## src/rtl/vend_dispense_ctrl_if.sv

```systemverilog
// ---------------------------------------------------------------------------
// vend_dispense_ctrl_if
// Bundle of the handshake signals between the vend dispense controller and
// its surroundings (coin FSM, product motor, coin hopper).
//   vend_req    : vend request from the coin FSM
//   change_in   : change owed in 10-unit coins (0..7), sampled with vend_req
//   motor_done  : product motor completion (level or pulse)
//   hop_ack     : hopper confirms one coin ejected
//   fault_clr   : clears the FAULT state
//   busy        : controller not idle
//   motor_on    : product motor drive
//   hop_pulse   : one-cycle eject command, one coin per pulse
//   done        : one-cycle pulse at successful transaction end
//   fault       : controller is in FAULT
//   change_left : coins still to dispense
//   state       : current controller state code
// modport slave  : the controller side
// modport master : the environment side (drives requests, sees status)
// ---------------------------------------------------------------------------
interface vend_dispense_ctrl_if;
    logic       vend_req;
    logic [2:0] change_in;
    logic       motor_done;
    logic       hop_ack;
    logic       fault_clr;
    logic       busy;
    logic       motor_on;
    logic       hop_pulse;
    logic       done;
    logic       fault;
    logic [2:0] change_left;
    logic [2:0] state;

    modport slave (
        input  vend_req, change_in, motor_done, hop_ack, fault_clr,
        output busy, motor_on, hop_pulse, done, fault, change_left, state
    );

    modport master (
        output vend_req, change_in, motor_done, hop_ack, fault_clr,
        input  busy, motor_on, hop_pulse, done, fault, change_left, state
    );
endinterface

```

## src/rtl/vend_dispense_ctrl.sv

```systemverilog
// ---------------------------------------------------------------------------
// vend_dispense_ctrl
// Runs the product motor for a vend, then ejects the owed change one coin at
// a time through the hopper, with timeouts on both the motor and each hopper
// acknowledge. Any timeout parks the controller in FAULT (change_left kept
// for diagnosis) until fault_clr.
// Ports:
//   clock : rising-edge clock
//   reset : asynchronous, active-low reset
//   bus   : vend_dispense_ctrl_if.slave handshake bundle
// Parameters:
//   MOTOR_TIMEOUT : max cycles spent in MOTOR awaiting motor_done (1..255)
//   ACK_TIMEOUT   : max cycles spent in HOP_WAIT awaiting hop_ack (1..255)
//   HOP_GAP       : idle cycles between successive hopper coins (1..15)
// All outputs come straight from flops.
// ---------------------------------------------------------------------------
module vend_dispense_ctrl #(
    parameter int MOTOR_TIMEOUT = 15,
    parameter int ACK_TIMEOUT   = 7,
    parameter int HOP_GAP       = 2
) (
    input  logic                 clock,
    input  logic                 reset,
    vend_dispense_ctrl_if.slave  bus
);

    typedef enum logic [2:0] {
        ST_IDLE      = 3'd0,
        ST_MOTOR     = 3'd1,
        ST_HOP_PULSE = 3'd2,
        ST_HOP_WAIT  = 3'd3,
        ST_GAP       = 3'd4,
        ST_DONE      = 3'd5,
        ST_FAULT     = 3'd6,
        ST_ILLEGAL   = 3'd7
    } state_t;

    // The dwell counter starts at 0 on entry, so the last allowed cycle is LIMIT-1.
    localparam logic [7:0] MOTOR_LIM = 8'(MOTOR_TIMEOUT - 1);
    localparam logic [7:0] ACK_LIM   = 8'(ACK_TIMEOUT - 1);
    localparam logic [7:0] GAP_LIM   = 8'(HOP_GAP - 1);

    state_t     state_r;
    state_t     state_s;
    logic [2:0] change_r;
    logic [2:0] change_s;
    logic [7:0] cnt_r;
    logic [7:0] cnt_s;
    logic       busy_r;
    logic       motor_r;
    logic       hop_r;
    logic       done_r;
    logic       fault_r;

    // Next-state, next-change and dwell-counter logic.
    always_comb begin
        state_s  = state_r;
        change_s = change_r;
        cnt_s    = 8'd0;
        case (state_r)
            ST_IDLE: begin
                if (bus.vend_req) begin
                    state_s  = ST_MOTOR;
                    change_s = bus.change_in;
                end else begin
                    state_s  = ST_IDLE;
                end
            end
            ST_MOTOR: begin
                // motor_done is tested first so it beats a same-cycle timeout.
                if (bus.motor_done) begin
                    if (change_r == 3'd0) begin
                        state_s = ST_DONE;
                    end else begin
                        state_s = ST_HOP_PULSE;
                    end
                end else if (cnt_r == MOTOR_LIM) begin
                    state_s = ST_FAULT;
                end else begin
                    cnt_s = cnt_r + 8'd1;
                end
            end
            ST_HOP_PULSE: begin
                state_s = ST_HOP_WAIT;
            end
            ST_HOP_WAIT: begin
                // Ack beats a same-cycle timeout; change_left saturates at 0.
                if (bus.hop_ack) begin
                    if (change_r > 3'd1) begin
                        change_s = change_r - 3'd1;
                        state_s  = ST_GAP;
                    end else begin
                        change_s = 3'd0;
                        state_s  = ST_DONE;
                    end
                end else if (cnt_r == ACK_LIM) begin
                    state_s = ST_FAULT;
                end else begin
                    cnt_s = cnt_r + 8'd1;
                end
            end
            ST_GAP: begin
                if (cnt_r == GAP_LIM) begin
                    state_s = ST_HOP_PULSE;
                end else begin
                    cnt_s = cnt_r + 8'd1;
                end
            end
            ST_DONE: begin
                state_s = ST_IDLE;
            end
            ST_FAULT: begin
                if (bus.fault_clr) begin
                    state_s  = ST_IDLE;
                    change_s = 3'd0;
                end else begin
                    state_s  = ST_FAULT;
                end
            end
            default: begin
                // Unused code 7 recovers to IDLE.
                state_s = ST_IDLE;
            end
        endcase
    end

    // State, change, counter and decoded output registers.
    always_ff @(posedge clock or negedge reset) begin
        if (!reset) begin
            state_r  <= ST_IDLE;
            change_r <= 3'd0;
            cnt_r    <= 8'd0;
            busy_r   <= 1'b0;
            motor_r  <= 1'b0;
            hop_r    <= 1'b0;
            done_r   <= 1'b0;
            fault_r  <= 1'b0;
        end else begin
            state_r  <= state_s;
            change_r <= change_s;
            cnt_r    <= cnt_s;
            // Outputs are decoded from the next state so they line up with state_r.
            busy_r   <= (state_s != ST_IDLE);
            motor_r  <= (state_s == ST_MOTOR);
            hop_r    <= (state_s == ST_HOP_PULSE);
            done_r   <= (state_s == ST_DONE);
            fault_r  <= (state_s == ST_FAULT);
        end
    end

    assign bus.busy        = busy_r;
    assign bus.motor_on    = motor_r;
    assign bus.hop_pulse   = hop_r;
    assign bus.done        = done_r;
    assign bus.fault       = fault_r;
    assign bus.change_left = change_r;
    assign bus.state       = state_r;

endmodule

```

## src/flat_wrapper.sv

```systemverilog
// flat-port wrapper written by rule: the top's interface ports become plain ports
module vend_dispense_ctrl_flat 
#(
    parameter int MOTOR_TIMEOUT = 15,
    parameter int ACK_TIMEOUT   = 7,
    parameter int HOP_GAP       = 2
)
  (clock, reset, bus_vend_req, bus_change_in, bus_motor_done, bus_hop_ack, bus_fault_clr, bus_busy, bus_motor_on, bus_hop_pulse, bus_done, bus_fault, bus_change_left, bus_state);
  vend_dispense_ctrl_if bus_i ();
  input  logic clock;
  input  logic reset;
  input wire logic [$bits(bus_i.vend_req)-1:0] bus_vend_req;
  input wire logic [$bits(bus_i.change_in)-1:0] bus_change_in;
  input wire logic [$bits(bus_i.motor_done)-1:0] bus_motor_done;
  input wire logic [$bits(bus_i.hop_ack)-1:0] bus_hop_ack;
  input wire logic [$bits(bus_i.fault_clr)-1:0] bus_fault_clr;
  output wire logic [$bits(bus_i.busy)-1:0] bus_busy;
  output wire logic [$bits(bus_i.motor_on)-1:0] bus_motor_on;
  output wire logic [$bits(bus_i.hop_pulse)-1:0] bus_hop_pulse;
  output wire logic [$bits(bus_i.done)-1:0] bus_done;
  output wire logic [$bits(bus_i.fault)-1:0] bus_fault;
  output wire logic [$bits(bus_i.change_left)-1:0] bus_change_left;
  output wire logic [$bits(bus_i.state)-1:0] bus_state;
  assign bus_i.vend_req = bus_vend_req;
  assign bus_i.change_in = bus_change_in;
  assign bus_i.motor_done = bus_motor_done;
  assign bus_i.hop_ack = bus_hop_ack;
  assign bus_i.fault_clr = bus_fault_clr;
  assign bus_busy = bus_i.busy;
  assign bus_motor_on = bus_i.motor_on;
  assign bus_hop_pulse = bus_i.hop_pulse;
  assign bus_done = bus_i.done;
  assign bus_fault = bus_i.fault;
  assign bus_change_left = bus_i.change_left;
  assign bus_state = bus_i.state;
  vend_dispense_ctrl #(.MOTOR_TIMEOUT(MOTOR_TIMEOUT), .ACK_TIMEOUT(ACK_TIMEOUT), .HOP_GAP(HOP_GAP)) u_core (.clock(clock), .reset(reset), .bus(bus_i));
endmodule
```

## config.mk

```make
export PLATFORM = sky130hd
export DESIGN_NAME = vend_dispense_ctrl_flat
export DESIGN_NICKNAME = d
export VERILOG_FILES = /design/src/rtl/vend_dispense_ctrl_if.sv /design/src/rtl/vend_dispense_ctrl.sv /design/src/flat_wrapper.sv
export SDC_FILE = /design/constraint.sdc
export NUM_CORES = 1
export LEC_CHECK = 0
export ABC_AREA = 1
export BUFFER_PORTS_ARGS = -buffer_cell sky130_fd_sc_hd__clkbuf_2
export CORE_ASPECT_RATIO = 1.1
export CORE_MARGIN = 3
export CORE_UTILIZATION = 55
export DETAILED_ROUTE_END_ITERATION = 7
export GPL_ROUTABILITY_DRIVEN = 0
export PLACE_DENSITY = 0.78
export SYNTH_ARGS = -nofsm -noshare
export SYNTH_HDL_FRONTEND = slang
export SYNTH_SLANG_ARGS = --single-unit
```

## constraint.sdc

```tcl
create_clock -name clock -period 1.6 [get_ports clock]
set_input_delay 0.32 -clock clock [delete_from_list [all_inputs] [get_ports clock]]
set_output_delay 0.32 -clock clock [all_outputs]
set_load 0.05 [all_outputs]
```

# Word-level counts from Yosys, hierarchy flattened
# Cells that the tools add are included.
[totals]
inputBits = 9
reg_bits = 19
[classes]
magnitude_cmp = 1
n_mux = 21
reduce_logical = 5
n_eq_ne = 15
add_sub_neg = 2
[ops]
columns = ["operator", "count"]
rows = [
  ["$mux W8", 5],
  ["$mux W3", 11],
  ["$pmux W8 S3", 1],
  ["$pmux W3 S6", 1],
  ["$eq A3 B3 Y1 const B", 4],
  ["$eq A3 B2 Y1 const B", 3],
  ["$pmux W3 S3", 1],
  ["$add A8 B1 Y8 const B", 1],
  ["$eq A8 B1 Y1 const B", 1],
  ["$eq A8 B3 Y1 const B", 1],
  ["$eq A8 B4 Y1 const B", 1],
  ["$eq A3 B1 Y1 const B", 2],
  ["$logic_not A3 Y1", 2],
  ["$ne A2 B2 Y1 const B", 3],
  ["$reduce_bool A3 Y1", 2],
  ["$reduce_and A4 Y1", 1],
  ["$gt A3 B1 Y1 const B", 1],
  ["$sub A3 B1 Y3 const B", 1],
  ["$mux W1", 2],
]

# Depth between registers and ports, before layout
[depth]
word_depth = 5
ltp_mapped = 10

# Worst setup path after synthesis
# No wires, ideal clock.
[synth_path]
kind = "reg2reg"
startpoint = "register u_core.change_r[1], in the netlist u_core.bus.change_left[1]"
endpoint = "register u_core.busy_r, in the netlist u_core.bus.busy"
setup_slack_ps = -160
setup_ps = 119
synth_period_minus_slack_ps = 1760
required_time_ps = 1481
n_path_buf = 0
arrival_ps = 1641
path_stages_with_launch = 9
path_cell_list = "dfrtp_1 > inv_1 > ha_1 > o21ai_0 > nand2_1 > nand3_1 > nand3_1 > nor2_1 > nand2_1"
[synth_between]
elab_chain_cells = 5
elab_cells_between_ends = 8
[synth_lines]
columns = ["element", "line", "rtl"]
rows = [
  ["start, declared", "vend_dispense_ctrl.sv:45", "logic [2:0] change_r;"],
  ["start signal, assigned", "vend_dispense_ctrl.sv:140", "change_r <= change_s;"],
  ["$gt A3 B1 Y1 / $logic_not A3 Y1 (equally long branches)", "vend_dispense_ctrl.sv:89, vend_dispense_ctrl.sv:72", ""],
  ["$mux W1 / $mux W3 (equally long branches)", "vend_dispense_ctrl.sv:89, vend_dispense_ctrl.sv:72", ""],
  ["$mux W3 (on tied branches)", "vend_dispense_ctrl.sv:88, vend_dispense_ctrl.sv:71", ""],
  ["$pmux W3 S6 *", "vend_dispense_ctrl.sv:60", "case (state_r)"],
  ["net u_core.state_s[0]", "vend_dispense_ctrl.sv:44", "state_t state_s;"],
  ["$reduce_bool A3 Y1 *", "vend_dispense_ctrl.sv:143", "busy_r <= (state_s != ST_IDLE);"],
  ["end signal, assigned", "vend_dispense_ctrl.sv:143", ""],
  ["end, declared", "vend_dispense_ctrl.sv:49", "logic busy_r;"],
]
# The timed path passes the listed nets; every way through them passes the cells marked *.
# A chain may end at the register's enable or synchronous reset.

# Worst setup path after layout
[layout_path]
startpoint = "register u_core.cnt_r[0]"
endpoint = "register u_core.cnt_r[5]"
[layout_between]
elab_chain_cells = 4
elab_cells_between_ends = 10
[layout_lines]
columns = ["element", "line", "rtl"]
rows = [
  ["start, declared", "vend_dispense_ctrl.sv:47", "logic [7:0] cnt_r;"],
  ["start signal, assigned", "vend_dispense_ctrl.sv:141", "cnt_r <= cnt_s;"],
  ["$add A8 B1 Y8, or another cell as far along", "vend_dispense_ctrl.sv:80, vend_dispense_ctrl.sv:99, vend_dispense_ctrl.sv:106", ""],
  ["$mux W8 (on tied branches)", "vend_dispense_ctrl.sv:96, vend_dispense_ctrl.sv:77", ""],
  ["$mux W8 (on tied branches)", "vend_dispense_ctrl.sv:88, vend_dispense_ctrl.sv:71", ""],
  ["$pmux W8 S3 *", "vend_dispense_ctrl.sv:60", ""],
  ["net u_core.cnt_s[5]", "vend_dispense_ctrl.sv:48", "logic [7:0] cnt_s;"],
]
# Marks and branches as above.

==> results.tsv <==
stage	metric	value	unit
run_status	status	finished, final reports clean	
global_routing	grt_pass1_wl	4050	µm
timing	finalCritPeriodShare	97.0	%
power_and_ir_drop	power_per_cell_area	1720	nW/µm²
placed_design	place_hpwl	1880	µm
synth	synth-seq-area-share	40.2	%
cts	cts_buffer_depth	2	
worst_setup_path	cp.arrival	1.77	ns
power_and_ir_drop	leakage	0.745	nW
power_and_ir_drop	pwr-share-seq	30.0	%
finish	final_area	1470	µm²
drt	post_drt_via_cell_ratio	5.38	
finish	nNetsFinal	192	
power_and_ir_drop	power	0.00252	W
timing	worst_slew_pin_slew	0.463	ns
timing	skew	0.00155	ns
drt	drt_wl_total	2790	µm
cts	clock_sinks	19	
synth	synth_cells	148	
cts	cts_tree	done	
floorplanning	ios	20	
worst_setup_path	required	1.82	ns
cts	clock_latency	0.31	ns
synth	ys_warn_count	0	
power_and_ir_drop	irDropWorstVdd	1230	µV
timing	fmax	644	MHz
synth	synth-edff-count	0	
power_and_ir_drop	swShare	54.0	%
drt	wl_per_cell	13.7	µm
min_path	hold_path_depth	5	
finish	syn_to_final_growth	23.9	%
power_and_ir_drop	internal_power	0.00116	W
worst_setup_path	reg2reg_depth	8	
timing	fin_crit	1.55	ns
power_and_ir_drop	clockPowerShare	10.4	%
synth	syn_area	1180	µm²
worst_setup_path	r2r_slack	0.05	ns
floorplanning	start_util	62.2	%
drt	first_pass_iters	4	
drt	drt_iter0_markers	37	
min_path	hold_path.class	input pin to register	
finish	layout_commonest_cell	nor2_1	
drt	ant_nets	0	
timing	timing_hold_violations_final	0	
power_and_ir_drop	power_frac_comb	59.5	%
cts	clk_pin_slew	0.12	ns
worst_setup_path	cp-end-kind	register	
finish	n_antenna_cell	0	
run	drv_cap	0	
timing	max_slew_margin	69.2	%
finish	fin_cells	203	
cts	htreeDepth	1	
timing	rsz0062_at_grt	yes	
cts	cts_root_buffer	clkbuf_4	
worst_setup_path	critPathMaxFanout	5	
placed_design	io_buffers	19	
synth	syn-num-nets	163	
floorplanning	rows	16	
global_routing	antenna_found_initial	0	
placed_design	dp.cells	195	
global_routing	grt_max_degree	20	
drt	vias	1093	
floorplanning	fp.coreArea	1900	µm²
power_and_ir_drop	p_sw	0.00136	W
placed_design	placed_cell_area	1320	µm²
worst_setup_path	worst-setup-path-type	register to register	
finish	mostFrequentLayoutCells	nor2_1 (22), nand2_1 (19), clkbuf_2 (19), inv_1 (17), dfrtp_1 (16)	
timing	setup_viol	0	
finish	drive_gt1_share	40.3	%
synth	synthFlopType	dfrtp_1	
global_routing	grt_usage	19.5	%
floorplanning	die_h	54.6	µm
cts	cts_buffers	3	
global_routing	grt_pass1_vias	970	
drt	drc	0	
global_routing	grt_overflow	0	
worst_setup_path	startpoint_type	register	
synth	async_flop_share	100	%
synth	synth.avg_cell_area	7.99	µm²
synth	synth_cell_type_count	27	
floorplanning	dieArea	2740	µm²
synth	ys_ff_latch	19	
timing	maxSlewViolCount	0	
floorplanning	fp.dieW	50.2	µm
==> cells by family after synthesis <==
| logic type | synth area share [%] |
|---|---|
| simple gates | 33.7 |
| buf+inv | 7.62 |
| flops | 40.2 |
| compound gates | 9.21 |
| fa+ha+maj | 6.35 |
| xor+xnor | 2.96 |
==> final cells by class <==
class	count	area (µm²)
Multi-Input combinational cell	105	699
Sequential cell	19	479
Fill cell	141	437
Timing Repair Buffer	24	135
Inverter	24	90.1
Tap cell	27	33.8
Clock buffer	3	22.5
Clock inverter	1	5.00
==> layer usage <==
metal	up-vias	wire [µm]	part of all wire (%)	GRT usage [%]
met1	510	1180	42	23.9
li1	526	-	-	-
met4	0	80	2.9	5.07
met2	48	1350	48	35.7
met3	9	174	6.2	3.54
met5	-	0	0	0
==> registers in the layout, indices dropped and copies added, names as in the netlist <==
| signal | count |
|---|---|
| u_core.bus.hop_pulse | 1 |
| u_core.bus.change_left | 3 |
| u_core.bus.motor_on | 1 |
| u_core.bus.fault | 1 |
| u_core.bus.done | 1 |
| u_core.bus.state | 3 |
| u_core.cnt_r | 8 |
| u_core.bus.busy | 1 |
==> through the flow <==
step | setup TNS [ns] | utilization (%) | setup WS, ns | hold slack (ns)
finish | 0 | 77.0 | 0.0476 | 0.353
global route | -0.0785 | 77.0 | -0.0325 | 0.392
CTS | 0 | 71.8 | 0.0185 | 0.359
detailed placement | 0 | 69.5 | 0.00204 | 0.293
global placement | 0 | 69.5 | 0.0577 | 0.286
floorplan | 0 | - | 0.000911 | 0.0244
==> cell usage after synthesis (2+ instances only) <==
library cell / count / area [µm²]
or2_2: 3 / 18.8
inv_2: 4 / 15.0
dfrtp_1: 19 / 475
o21ai_0: 6 / 30.0
a21oi_1: 2 / 10.0
o22ai_1: 3 / 18.8
ha_1: 6 / 75.1
nor2_4: 2 / 22.5
inv_1: 20 / 75.1
nand2_2: 3 / 18.8
nand3_2: 5 / 50.1
nand3_1: 9 / 45.0
xor2_1: 3 / 26.3
nand4_1: 2 / 12.5
nand2_1: 20 / 75.1
nor2_1: 27 / 101
o21ai_2: 2 / 17.5
o21ai_1: 2 / 10.0
nor3_2: 2 / 20.0
==> power by group through the flow <==
stage	Clock, W	Sequential [W]	Combinational [W]
5_1_grt	0.000282	0.000771	0.00164
2_1_floorplan	0	0.00112	0.000685
3_3_place_gp	0	0.000747	0.00135
3_5_place_dp	0	0.000756	0.00137
6_report	0.000263	0.000757	0.00150
4_1_cts	0.000262	0.000746	0.00138
==> path summary, 6_finish.rpt <==
path | startpoint | end
hold / removal | bus_change_in[0] | u_core.bus.change_left[0]$_DFFE_PN0P_
hold reg to reg | u_core.cnt_r[0]$_DFF_PN0_ | u_core.cnt_r[0]$_DFF_PN0_
max in group asynchronous | reset | u_core.bus.state[0]$_DFF_PN0_
setup / recovery | u_core.cnt_r[0]$_DFF_PN0_ | u_core.cnt_r[5]$_DFF_PN0_
min in group asynchronous | reset | u_core.cnt_r[7]$_DFF_PN0_
setup reg to reg | u_core.cnt_r[0]$_DFF_PN0_ | u_core.cnt_r[5]$_DFF_PN0_
==> critical path, cell delays in order, from the launching register on <==
cell	delay (ns)
dfrtp_1	0.43
inv_2	0.10
ha_4	0.17
nand3_2	0.13
nor2_4	0.17
nor3_2	0.08
nor3_4	0.20
or2_1	0.15
inv_1	0.03
==> what timing repair did <==
| action | CTS | global route |
|---|---|---|
| endpoints found under the setup margin | 1 | 13 |
| hold buffers | 1 | 0 |
| buffers inserted | 0 | 3 |
| pin swaps | 0 | 7 |
| gates resized for setup | 2 | 22 |
| hold endpoints to repair | 19 | 0 |
Power figures use the tool's default switching activity.
